### src/rtl/interval_pkg.sv
// Shared constants, payload types and FP format helpers for the interval decode path.
package interval_pkg;

   typedef enum logic [2:0] {
      FP32    = 3'd0,
      FP64    = 3'd1,
      FP16    = 3'd2,
      FP8     = 3'd3,
      FP16ALT = 3'd4
   } fp_format_e;

   localparam int NUM_INTERVALS = 8;
   localparam int IDX_W_DEF     = $clog2(NUM_INTERVALS);
   localparam int WIDTH_DEF     = 16;

   localparam logic [15:0] FP16_ZERO = 16'h0000;
   localparam logic [15:0] FP16_QNAN = 16'h7E00;

   typedef struct packed {
      logic [IDX_W_DEF-1:0] idx;
      logic                 err;
   } s1_payload_t;

   typedef struct packed {
      logic [WIDTH_DEF-1:0] value;
      logic [IDX_W_DEF-1:0] idx;
      logic                 err;
   } s2_payload_t;

   function automatic int fp_width(input fp_format_e fmt);
      case (fmt)
         FP32:    return 32;
         FP64:    return 64;
         FP16:    return 16;
         FP8:     return 8;
         FP16ALT: return 16;
         default: return 16;
      endcase
   endfunction

   // Canonical quiet NaN, right-aligned in 64 bits.
   function automatic logic [63:0] fp_qnan(input fp_format_e fmt);
      case (fmt)
         FP32:    return 64'h0000_0000_7FC0_0000;
         FP64:    return 64'h7FF8_0000_0000_0000;
         FP16:    return {48'h0, FP16_QNAN};
         FP8:     return 64'h0000_0000_0000_007E;
         FP16ALT: return 64'h0000_0000_0000_7FC0;
         default: return {48'h0, FP16_QNAN};
      endcase
   endfunction

endpackage

### src/rtl/interval_onehot_enc.sv
// One-hot code to index encoder; flags codes that are all-zero or have several bits set.
module interval_onehot_enc #(
   parameter int NUM   = 8,
   parameter int IDX_W = $clog2(NUM)
) (
   input  logic [NUM-1:0]   code_i,
   output logic [IDX_W-1:0] index_o,
   output logic             err_o
);

   // Descending scan so the lowest set bit wins on malformed codes.
   always_comb begin
      index_o = '0;
      for (int i = NUM - 1; i >= 0; i--) begin
         if (code_i[i]) index_o = IDX_W'(i);
      end
   end

   assign err_o = (code_i == '0) || ((code_i & (code_i - 1'b1)) != '0);

endmodule

### src/rtl/interval_decode.sv
// Two-stage valid/ready decoder: one-hot interval code -> programmable representative value.
module interval_decode
   import interval_pkg::*;
#(
   parameter int         NUM      = NUM_INTERVALS,
   parameter fp_format_e FpFormat = FP16,
   parameter int         WIDTH    = fp_width(FpFormat),
   parameter int         IDX_W    = $clog2(NUM),
   parameter int         CNT_W    = 16
) (
   input  logic             clk_i,
   input  logic             rst_ni,
   input  logic             cfg_we_i,
   input  logic [IDX_W-1:0] cfg_addr_i,
   input  logic [WIDTH-1:0] cfg_data_i,
   input  logic             in_valid_i,
   output logic             in_ready_o,
   input  logic [NUM-1:0]   interval_i,
   output logic             out_valid_o,
   input  logic             out_ready_i,
   output logic [WIDTH-1:0] value_o,
   output logic [IDX_W-1:0] index_o,
   output logic             err_o,
   output logic [CNT_W-1:0] err_cnt_o
);

   localparam logic [WIDTH-1:0] QNAN = WIDTH'(fp_qnan(FpFormat));

   typedef struct packed {
      logic [IDX_W-1:0] idx;
      logic             err;
   } s1_pl_t;

   typedef struct packed {
      logic [WIDTH-1:0] value;
      logic [IDX_W-1:0] idx;
      logic             err;
   } s2_pl_t;

   logic [WIDTH-1:0] r_table [NUM];
   s1_pl_t           r_s1;
   s2_pl_t           r_s2;
   logic             r_s1_valid;
   logic             r_s2_valid;
   logic [CNT_W-1:0] r_err_cnt;

   logic             w_s1_ready;
   logic             w_s2_ready;
   logic             w_accept;
   logic             w_xfer;
   logic             w_cfg_hit;
   logic [IDX_W-1:0] w_enc_idx;
   logic             w_enc_err;

   interval_onehot_enc #(
      .NUM   (NUM),
      .IDX_W (IDX_W)
   ) u_enc (
      .code_i  (interval_i),
      .index_o (w_enc_idx),
      .err_o   (w_enc_err)
   );

   assign w_s2_ready = !r_s2_valid || out_ready_i;
   assign w_s1_ready = !r_s1_valid || w_s2_ready;
   assign w_accept   = in_valid_i && w_s1_ready;
   assign w_xfer     = r_s1_valid && w_s2_ready;
   // Out-of-range addresses only exist when NUM is not a power of two.
   assign w_cfg_hit  = cfg_we_i && (int'(cfg_addr_i) < NUM);

   always_ff @(posedge clk_i or negedge rst_ni) begin
      if (!rst_ni) begin
         r_s1_valid <= 1'b0;
         r_s1       <= '0;
      end else begin
         if (w_s1_ready) r_s1_valid <= in_valid_i;
         if (w_accept) begin
            r_s1.idx <= w_enc_idx;
            r_s1.err <= w_enc_err;
         end
      end
   end

   // Table read happens here, so a same-cycle write is seen only by later transfers.
   always_ff @(posedge clk_i or negedge rst_ni) begin
      if (!rst_ni) begin
         r_s2_valid <= 1'b0;
         r_s2       <= '0;
      end else begin
         if (w_s2_ready) r_s2_valid <= r_s1_valid;
         if (w_xfer) begin
            r_s2.value <= r_s1.err ? QNAN : r_table[r_s1.idx];
            r_s2.idx   <= r_s1.idx;
            r_s2.err   <= r_s1.err;
         end
      end
   end

   always_ff @(posedge clk_i or negedge rst_ni) begin
      if (!rst_ni) begin
         for (int i = 0; i < NUM; i++) r_table[i] <= '0;
      end else if (w_cfg_hit) begin
         r_table[cfg_addr_i] <= cfg_data_i;
      end
   end

   always_ff @(posedge clk_i or negedge rst_ni) begin
      if (!rst_ni) begin
         r_err_cnt <= '0;
      end else if (w_xfer && r_s1.err && (r_err_cnt != '1)) begin
         r_err_cnt <= r_err_cnt + 1'b1;
      end
   end

   assign in_ready_o  = w_s1_ready;
   assign out_valid_o = r_s2_valid;
   assign value_o     = r_s2.value;
   assign index_o     = r_s2.idx;
   assign err_o       = r_s2.err;
   assign err_cnt_o   = r_err_cnt;

endmodule

### config.mk
export PLATFORM = sky130hd
export DESIGN_NAME = interval_decode
export DESIGN_NICKNAME = d
export VERILOG_FILES = /design/src/rtl/interval_pkg.sv /design/src/rtl/interval_onehot_enc.sv /design/src/rtl/interval_decode.sv
export SDC_FILE = /design/constraint.sdc
export NUM_CORES = 1
export LEC_CHECK = 0
export ABC_AREA = 1
export BUFFER_PORTS_ARGS = -buffer_cell sky130_fd_sc_hd__buf_2
export CORE_MARGIN = 2
export CORE_UTILIZATION = 59
export DETAILED_ROUTE_END_ITERATION = 16
export PLACE_DENSITY = 0.79
export SYNTH_ARGS = -nofsm -noshare
export SYNTH_HDL_FRONTEND = slang
export SYNTH_SLANG_ARGS = --single-unit
### constraint.sdc
create_clock -name clk_i -period 3.9 [get_ports clk_i]
set_input_delay 0.39 -clock clk_i [delete_from_list [all_inputs] [get_ports clk_i]]
set_output_delay 0.39 -clock clk_i [all_outputs]
set_load 0.02 [all_outputs]
* Word level (Yosys, flattened, before mapping)
Index checks and enable logic that the tools add are counted.
** Storage, ports and cells
- Register bits :: 170
- Input bits :: 32
- Output and inout port bits :: 38
- Word-level logic and storage cells :: 52
** Cells by class
- Add/sub/neg operators :: 2
- Order comparisons :: 3
- Eq/ne operators :: 1
- Mux-type cells :: 15
- Bitwise operators :: 3
- Reductions and logical operators :: 12
** Operators by type and width (number)
- bitwise mux 128 bit :: 1
- 2-to-1 mux 16 bit :: 4
- binary-select mux 16 bit (select 3 bit) :: 1
- demux 16 bit (select 3 bit) :: 1
- 2-to-1 mux 3 bit :: 8
- adder 16 x 1 -> 16 bit, second input constant :: 1
- inequality test 16 bit, second input constant :: 1
- bitwise AND 8 bit :: 1
- >= comparator 4 bit, second input constant :: 2
- logical NOT 8 bit :: 1
- inverter 3 -> 4 bit :: 2
- nonzero test 8 bit :: 1
- subtractor 8 x 1 -> 8 bit, second input constant :: 1
- logical AND 1 bit :: 5
- < comparator 4 x 1 -> 1 bit, second input constant :: 1
- logical OR 1 bit :: 3
- logical NOT 1 bit :: 2

* Depth between registers and ports, before layout
Gate-level depths: netlist of the first run.
- Depth after elaboration :: 8
- Mapped depth :: 10
- Mapped depth without buffers :: 9

* Hierarchy
A second synthesis of the first run with hierarchy kept.
** Second synthesis, totals
- Cell total of the unflattened synthesis :: 1015
- Area total of the unflattened synthesis :: 7926.4 µm²
** By module, submodules not included
- interval_decode :: instances 1, cells each 978, area an instance 7761.2 µm²
- interval_onehot_enc :: instances 1, cells each 37, area an instance 165.2 µm²

* Least setup slack after synthesis of the first run
Ideal clock, no wire load.
- Path type :: reg-to-reg
- Start point :: reg r_err_cnt[0], in the netlist err_cnt_o[0]
- End point :: reg r_err_cnt[3], in the netlist err_cnt_o[3]
- Library setup time :: 0.117 ns
- Arrival time :: 1.495 ns
- Path slack :: 2.288 ns
- Cell stages (with the launch flop) :: 10
- Buffers on the path :: 1
- Clock period less this slack :: 1.612 ns
- Path through :: dfrtp_1 -> ha_1 -> nand3_2 -> nor2_4 -> nand2_2 -> nand2_2 -> nand2_4 -> buf_6 -> nand2_1 -> nand2_1
** On the way
- Longest elaborated chain between the ends :: 2
** Ends and longest elaborated chain
- start, declared :: line interval_decode.sv:45 : logic [CNT_W-1:0] r_err_cnt;
- start signal, assigned :: line interval_decode.sv:111 : r_err_cnt <= r_err_cnt + 1'b1;
- parallel branches: the longest is 2 deep, another holds adder 16 x 1 -> 16 bit
Several ways; the timed one is not identified.
A chain may end at the register's enable or synchronous reset.

* Worst setup path after layout of the first run
- Start point :: reg r_s2_valid, in the netlist out_valid_o
- End point :: reg r_s2 (netlist bit value_o[13])
** On the way
- Longest elaborated chain between the ends :: 3
** Ends and longest elaborated chain
- start, declared :: line interval_decode.sv:44 : logic r_s2_valid;
- start signal, assigned :: line interval_decode.sv:90 : if (w_s2_ready) r_s2_valid <= r_s1_valid;
- logical NOT 1 bit :: line interval_decode.sv:64 : assign w_s2_ready = !r_s2_valid || out_ready_i;
- logical OR 1 bit :: line interval_decode.sv:64
- logical AND 1 bit :: line interval_decode.sv:67 : assign w_xfer = r_s1_valid && w_s2_ready;
- end, declared :: line interval_decode.sv:42 : s2_pl_t r_s2;
No other way between the ends.

==> results.cfg, run 1 <==
[clock_tree]
htreeDepth = 4
cts_buffer_depth = 2
clkTransAtPathRegs_ns = 0.06
post_cts_resized = 0
cts_root_buf = clkbuf_16
cts-hold-fix-buffers = 0
numCtsBuffers = 17
clkSinkCount = 170
clkLatencyLatePin_ns = 0.43
cts_tree = built
post-cts-setup-buffers = 0

[critical_path]
crit_cells = 6
r2r_cells = 6
crit_family = simple AND/OR/NAND/NOR gates
cp_slowest_cell = nor2_2
crit_top_cell = nand2_1
cp_slowest_stage_delay_ns = 0.82
path_cells = nand2_1 -> nand2_2 -> nor2_2 -> nand3_1 -> nand2_1 -> inv_1
crit_type = flop to flop
start_kind = flop
cp.buffers_inverters = 1
cp.required_ns = 4.22
crit_fanout = 27
setup.worst_path.end_class = flop
crit_arrival_ns = 2.47

[floorplanning]
io_pins = 70
initial_utilization = 0.599
die_y_um = 119
rows = 42
die_x_um = 119
die_area_um2 = 14300
core_um2 = 13100

[drt]
ant_nets = 0
drtPass1Iterations = 5
vias = 6761
wl_um = 19000
route.detailed.drc = 0
routedWlPerCell_um = 15.5
vias_per_cell = 5.51
drtIter0Drc = 622

[placement]
port_buffers = 69
place_hpwl_um = 11200
dp.cells = 1194
place_congestion = 0.830

[yosys]
syn_inst = 995
synth_top_family_by_area = simple AND/OR/NAND/NOR gates
synthSimpleGateAreaFrac = 0.269
synthMuxAreaShare = 0
yosys.area_share.xor_xnor = 0.00779
synth_top_area_share = 0.541
synth_area_per_cell_um2 = 7.91
ys_warn_count = 0
syn-num-nets = 1028
synth-edff-count = 0
synthTopCellsByArea = dfrtp_1 54%, nand2_1 16%, o21ai_0 9.3%
syn-cell-area_um2 = 7870
synth-seq-cells = 170
yosysMostFrequentCell = nand2_1
yosys.cell_types.count = 28
synth_top_area_cell = dfrtp_1
synth_common_cells = 325 x nand2_1, 170 x dfrtp_1, 147 x o21ai_0, 91 x nor2_1, 85 x nand3_1
yosysSeqAreaShare = 0.541
synth-adder-area-share = 0.00159
synth_top_flop_cell = dfrtp_1
synthArstFlopShare = 1.00
synth_compound_area_frac = 0.119

[timing]
fin_tns_setup_ns = 0
period_needed_ns = 2.14
slew_headroom = 0.181
finalSetupViolCount = 0
max_freq_mhz = 466
maxSlewViolCount = 0
hold-worst-slack_ns = 0.0436
rsz0062_at_grt = no
finalClockSkew_ns = 0.00634
hold_viol_final = 0
post-route-period-util = 0.550
tightest_slew_ns = 1.23

[pwr]
combinationalPowerShare = 0.200
peakVddDrop_mv = 0.343
intPower_uw = 3490
power_switching_uw = 1570
power.share.sequential = 0.455
p_per_area_nw_per_um2 = 570
sw_frac_of_total = 0.310
p_leak_uw = 0.00442
clkPwrFrac = 0.345

[grt]
grt_max_degree = 104
antenna_found_initial = 0
grt_pass1_wl_um = 31600
grt_pass1_vias = 6381
overflow = 0
grt_usage = 0.283

[layout]
antenna_cells = 0
area_growth_syn_to_layout_pct = 12.8
fillerInstances = 1116
fin_cells = 1226
nets = 1070
layout-drive-gt1-share = 0.118
final_util = 0.676

[run]
maxCapViolCount = 0

[status]
status = finished clean

[min_path]
hp-class = primary input to async pin
==> cell families (layout without fill, tap and decap cells) <==
kind of cell    Yosys count  count (layout)
simple gates            518             518
compound gates          181             181
flops                   170             170
buf+inv                 118             173
xor+xnor                  7               7
fa+ha+maj                 1               1
==> sequential cells by signal, indices dropped and copies added, names as in the netlist <==
signal	cells
value_o	16
out_valid_o	1
r_s1	4
err_o	1
err_cnt_o	16
index_o	3
r_s1_valid	1
r_table	128
==> area by class of cell <==
cell class | instances | area [µm²] | area share
tap | 176 | 220 | 0.0248
sequential | 170 | 4260 | 0.479
clock buffer | 21 | 470 | 0.0530
inverter | 66 | 248 | 0.0279
clock inverter | 11 | 144 | 0.0162
multi-input combinational | 707 | 3130 | 0.353
timing repair buffer | 75 | 409 | 0.0461
==> power groups by stage <==
stage / clock network [µW] / registers (µW) / logic [µW]
floorplan: 0 / 2350 / 680
global placement: 0 / 2310 / 970
detailed placement: 0 / 2320 / 1010
CTS: 1760 / 2300 / 1020
global route: 1840 / 2340 / 1160
finish: 1750 / 2300 / 1010
==> final timing paths <==
check / startpoint / endpoint / slack, ns
max in group asynchronous: rst_ni / r_table[124] / 2.94
min in group clk_i: cfg_data_i[4] / r_table[4] / 0.18
min reg2reg: r_table[36] / r_table[36] / 0.48
max reg2reg: out_valid_o / value_o[13] / 1.76
max: out_valid_o / value_o[13] / 1.76
min: rst_ni / r_table[99] / 0.04
==> layout by cell type (no fill, tap or decap), types with 2 or more instances in the layout <==
master	n
xor2_1	2
nand4_1	4
buf_2	68
xnor2_1	5
clkinv_2	3
nor2_1	91
nand2_2	5
nor2_2	3
o21ai_1	15
clkbuf_16	17
nor2_4	2
inv_2	3
a21oi_1	6
bufinv_16	3
nand3_1	85
o21ai_0	147
buf_4	5
dfrtp_1	169
nand2_1	325
clkbuf_8	3
inv_1	62
o211ai_1	10
clkinvlp_4	4
==> per-layer routing <==
metal	vias up	GRT usage	wire [µm]
li1	3285	-	-
met1	3242	0.398	8660
met2	202	0.446	8990
met3	32	0.0494	1020
met4	0	0.106	356
met5	-	0	0
==> per-stage QoR <==
stage          total power, µW  setup WS, ns  area (µm²)
2_1_floorplan             3030          2.29        7870
3_3_place_gp              3280          1.74        8270
3_5_place_dp              3330          1.67        8270
4_1_cts                   5070          1.78        8880
5_1_grt                   5340          1.62        8880
6_report                  5060          1.76        8880
No activity file was read; power rests on OpenSTA's default activity.
==> inputs of run 2 (changes only) <==
Clock period 3.9 ns to 2.15 ns, I/O delays scaled along.
==> results.cfg, run 2 (same netlist as run 1, synthesis figures left out) <==
[status]
status = finished clean

[grt]
grt_pass1_vias = 6522
grt_pass1_wl_um = 32500
grt_usage = 0.291
overflow = 0
antenna_found_initial = 0
grt_max_degree = 60

[floorplanning]
die_area_um2 = 14300
core_um2 = 13100
rows = 42
die_x_um = 119
die_y_um = 119
initial_utilization = 0.599
io_pins = 70

[critical_path]
regToRegStartpoint = err_cnt_o[0]
crit_end = err_cnt_o[11]
start_kind = flop
r2r_cells = 7
crit_arrival_ns = 2.02
cp.required_ns = 2.52
setup.worst_path.end_class = flop
startpoint = err_cnt_o[0]
crit_fanout = 14
r2r_setup_slack_ns = 0.50
crit_type = flop to flop
worstReg2RegEnd = err_cnt_o[11]

[timing]
hold-worst-slack_ns = 0.0113
finalSetupViolCount = 0
rsz0062_at_grt = no
max_freq_mhz = 605
period_needed_ns = 1.65
hold_viol_final = 0
maxSlewViolCount = 0
tightest_slew_ns = 0.498
post-route-period-util = 0.769
slew_headroom = 0.668
fin_tns_setup_ns = 0
finalClockSkew_ns = 0.00622

[clock_tree]
cts_buffer_depth = 2
numCtsBuffers = 17
cts_tree = built
post-cts-setup-buffers = 0
clkLatencyLatePin_ns = 0.43
htreeDepth = 4
cts_root_buf = clkbuf_16
clkSinkCount = 170
clkTransAtPathRegs_ns = 0.06

[drt]
routedWlPerCell_um = 15.7
vias = 6843
drtIter0Drc = 751
drtPass1Iterations = 5
route.detailed.drc = 0
wl_um = 19500
vias_per_cell = 5.51
ant_nets = 0

[layout]
multi_input_area_um2 = 3130
regMostFlops = r_table
antenna_cells = 0
seq_area_um2 = 4260
final_common_cell = nand2_1
final_cell_mix = 325 x nand2_1, 169 x dfrtp_1, 147 x o21ai_0
fillerInstances = 1131
area_growth_syn_to_layout_pct = 14.7
layout-drive-gt1-share = 0.129
fin_cells = 1242
largest_register_ffs = 128
nets = 1088

[placement]
port_buffers = 69
place_congestion = 0.806
place_hpwl_um = 11800
dp.cells = 1208

[pwr]
p_leak_uw = 0.00451
peakVddDrop_mv = 0.874
p_per_area_nw_per_um2 = 997
finalPower_uw = 9000

[min_path]
hp-class = primary input to flop
holdCritStartpoint = cfg_data_i[5]

[run]
maxCapViolCount = 0
## run 2: what timing repair did
item | 4_1_cts | 5_1_grt
resized for setup | 0 | 0
hold buffers | 4 | 0
endpoints found under the hold margin | 48 | 0
setup endpoints to repair | 0 | 0
## run 2: worst min path at each step
stage / end / slack [ns] / cells past startpoint
3_5_place_dp: r_table[3] / 0.19 / 1
5_1_grt: r_table[5] / 0.03 / 3
6_report: r_table[5] / 0.01 / 3
2_1_floorplan: err_cnt_o[0] / -0.08 / 0
4_1_cts: r_table[5] / 0.003 / 3
3_3_place_gp: r_table[3] / 0.20 / 1
## run 2: critical path, cell delays in order, from the launching register on
cell and delay, ns:
dfrtp_1 0.47, ha_1 0.31, nand3_2 0.15, nor2_4 0.16, nand3_1 0.09, nand2_2 0.23, nand2_1 0.09, nand2_1 0.07
## run 2: stage by stage
step                      utilization  worst slack [ns]  instance area [µm²]
final                           0.687             0.497                 9020
after global placement          0.641             0.575                 8420
after global routing            0.687             0.341                 9020
after detailed placement        0.641             0.511                 8420
after CTS                       0.687             0.495                 9020
after floorplan                     -             0.538                 7870
## run 2: area by class of cell
| cell class | instances | share of cell area |
|---|---|---|
| clock buffer | 22 | 0.0548 |
| clock inverter | 8 | 0.00763 |
| inverter | 66 | 0.0275 |
| multi-input combinational | 707 | 0.347 |
| sequential | 170 | 0.472 |
| tap | 176 | 0.0244 |
| timing repair buffer | 93 | 0.0670 |
## run 2: power breakdown
group	total [µW]	internal (µW)	switching (µW)
Combinational	1880	685	1190
Clock	2910	1720	1190
Sequential	4210	3780	432
## run 2: per-layer routing
layer | global-route usage | share of wire | wire length (µm) | vias to the layer above
met1 | 0.400 | 0.44 | 8610 | 3236
met2 | 0.464 | 0.47 | 9120 | 246
li1 | - | - | - | 3323
met3 | 0.0675 | 0.072 | 1400 | 38
met4 | 0.0897 | 0.020 | 393 | 0
met5 | 0 | 0 | 0 | -
==> inputs of run 3 (changes only) <==
Clock period 2.15 ns to 1.7 ns, I/O delays scaled along.
==> results.cfg, run 3 (same netlist as run 1, synthesis figures left out) <==
[status]
status = finished clean

[min_path]
hp-class = primary input to flop
whs_path_depth = 3

[critical_path]
r2r_setup_slack_ns = 0.14
r2r_cells = 7
start_kind = flop
crit_arrival_ns = 1.93
cp.required_ns = 2.06
crit_type = flop to flop
crit_fanout = 14
setup.worst_path.end_class = flop

[drt]
vias = 6853
ant_nets = 0
routedWlPerCell_um = 15.3
drtPass1Iterations = 5
route.detailed.drc = 0
drtIter0Drc = 674
wl_um = 19200
vias_per_cell = 5.46

[layout]
fillerInstances = 1092
antenna_cells = 0
layout-drive-gt1-share = 0.133
regMostFlops = r_table
final_common_cell = nand2_1
area_growth_syn_to_layout_pct = 16.7
final_util = 0.699
final_cell_mix = 325 x nand2_1, 169 x dfrtp_1, 147 x o21ai_0
nets = 1100
largest_register_ffs = 128
fin_area_um2 = 9190

[floorplanning]
initial_utilization = 0.599
io_pins = 70
core_um2 = 13100
die_y_um = 119
die_x_um = 119
die_area_um2 = 14300
rows = 42

[clock_tree]
cts_tree = built
clkLatencyLatePin_ns = 0.42
clkTransAtPathRegs_ns = 0.06
post-cts-setup-buffers = 0
clkSinkCount = 170
cts_root_buf = clkbuf_16
cts_buffer_depth = 2
numCtsBuffers = 17
htreeDepth = 4

[timing]
slew_headroom = 0.746
rsz0062_at_grt = no
hold-worst-slack_ns = 0.0230
period_needed_ns = 1.56
hold_viol_final = 0
max_freq_mhz = 639
post-route-period-util = 0.920
maxSlewViolCount = 0
tightest_slew_ns = 0.380
finalSetupViolCount = 0
fin_tns_setup_ns = 0
finalClockSkew_ns = 0.00712

[grt]
grt_pass1_wl_um = 32800
grt_max_degree = 49
grt_pass1_vias = 6629
overflow = 0
antenna_found_initial = 0
grt_usage = 0.292

[pwr]
p_per_area_nw_per_um2 = 1250
p_leak_uw = 0.00458
peakVddDrop_mv = 0.694

[placement]
place_congestion = 0.862
place_hpwl_um = 11900
placed_cell_area_um2 = 8500
port_buffers = 69

[run]
maxCapViolCount = 0
run 3: cell types whose count changed in the layout (fill, tap and decap cells not counted), moves of 2 or more:
| cell | delta |
|---|---|
| buf_4 | +3 |
| buf_12 | +3 |
| clkbuf_1 | +2 |
| dlygate4sd3_1 | +6 |
run 3: final cells by class:
class | instances | area, µm² | area share
timing repair buffer | 105 | 747 | 0.0813
tap | 176 | 220 | 0.0240
sequential | 170 | 4260 | 0.463
clock inverter | 8 | 92.6 | 0.0101
clock buffer | 23 | 488 | 0.0531
inverter | 66 | 248 | 0.0270
multi-input combinational | 707 | 3140 | 0.341
run 3: final timing paths:
path | start | to
setup / recovery | err_cnt_o[0] | err_cnt_o[4]
hold / removal | cfg_data_i[5] | r_table[5]
setup reg to reg | err_cnt_o[0] | err_cnt_o[4]
hold reg to reg | value_o[3] | value_o[3]
max in group asynchronous | rst_ni | r_table[26]
min in group asynchronous | rst_ni | r_table[4]
run 3: power by group:
| group | leakage [µW] | switching, µW | total (µW) | internal [µW] |
|---|---|---|---|---|
| sequential | 0.00211 | 505 | 5280 | 4780 |
| clock | 0.000289 | 1490 | 3790 | 2300 |
| combinational | 0.00218 | 1530 | 2430 | 903 |
run 3: metrics by stage:
stage	std cells	worst slack [ns]	total power, µW
after floorplan	995	0.0881	6940
after global placement	1214	0.195	7620
final	1255	0.136	11500
after CTS	1255	0.118	11500
after global routing	1255	0.0240	12200
after detailed placement	1214	0.129	7720
run 3: what timing repair did:
item / CTS / global route
endpoints found under the hold margin: 44 / 0
hold buffers: 10 / 0
setup endpoints to repair: 0 / 6
gates resized for setup: 0 / 1
run 3: metal layers:
metal  routed length, µm  GRT usage  share of wire  vias up
met3                1190     0.0461          0.062       35
li1                    -          -              -     3349
met1                8520      0.407           0.44     3236
met2                9110      0.465           0.47      233
met4                 397      0.113          0.021        0
met5                   0          0              0        -
run 3: critical path: stages (launching register included):
cell and delay [ns]:
dfrtp_1 0.45, ha_2 0.28, nand3_2 0.13, nor2_4 0.16, nand3_1 0.09, nand2_2 0.23
nand2_1 0.09, nand2_1 0.08
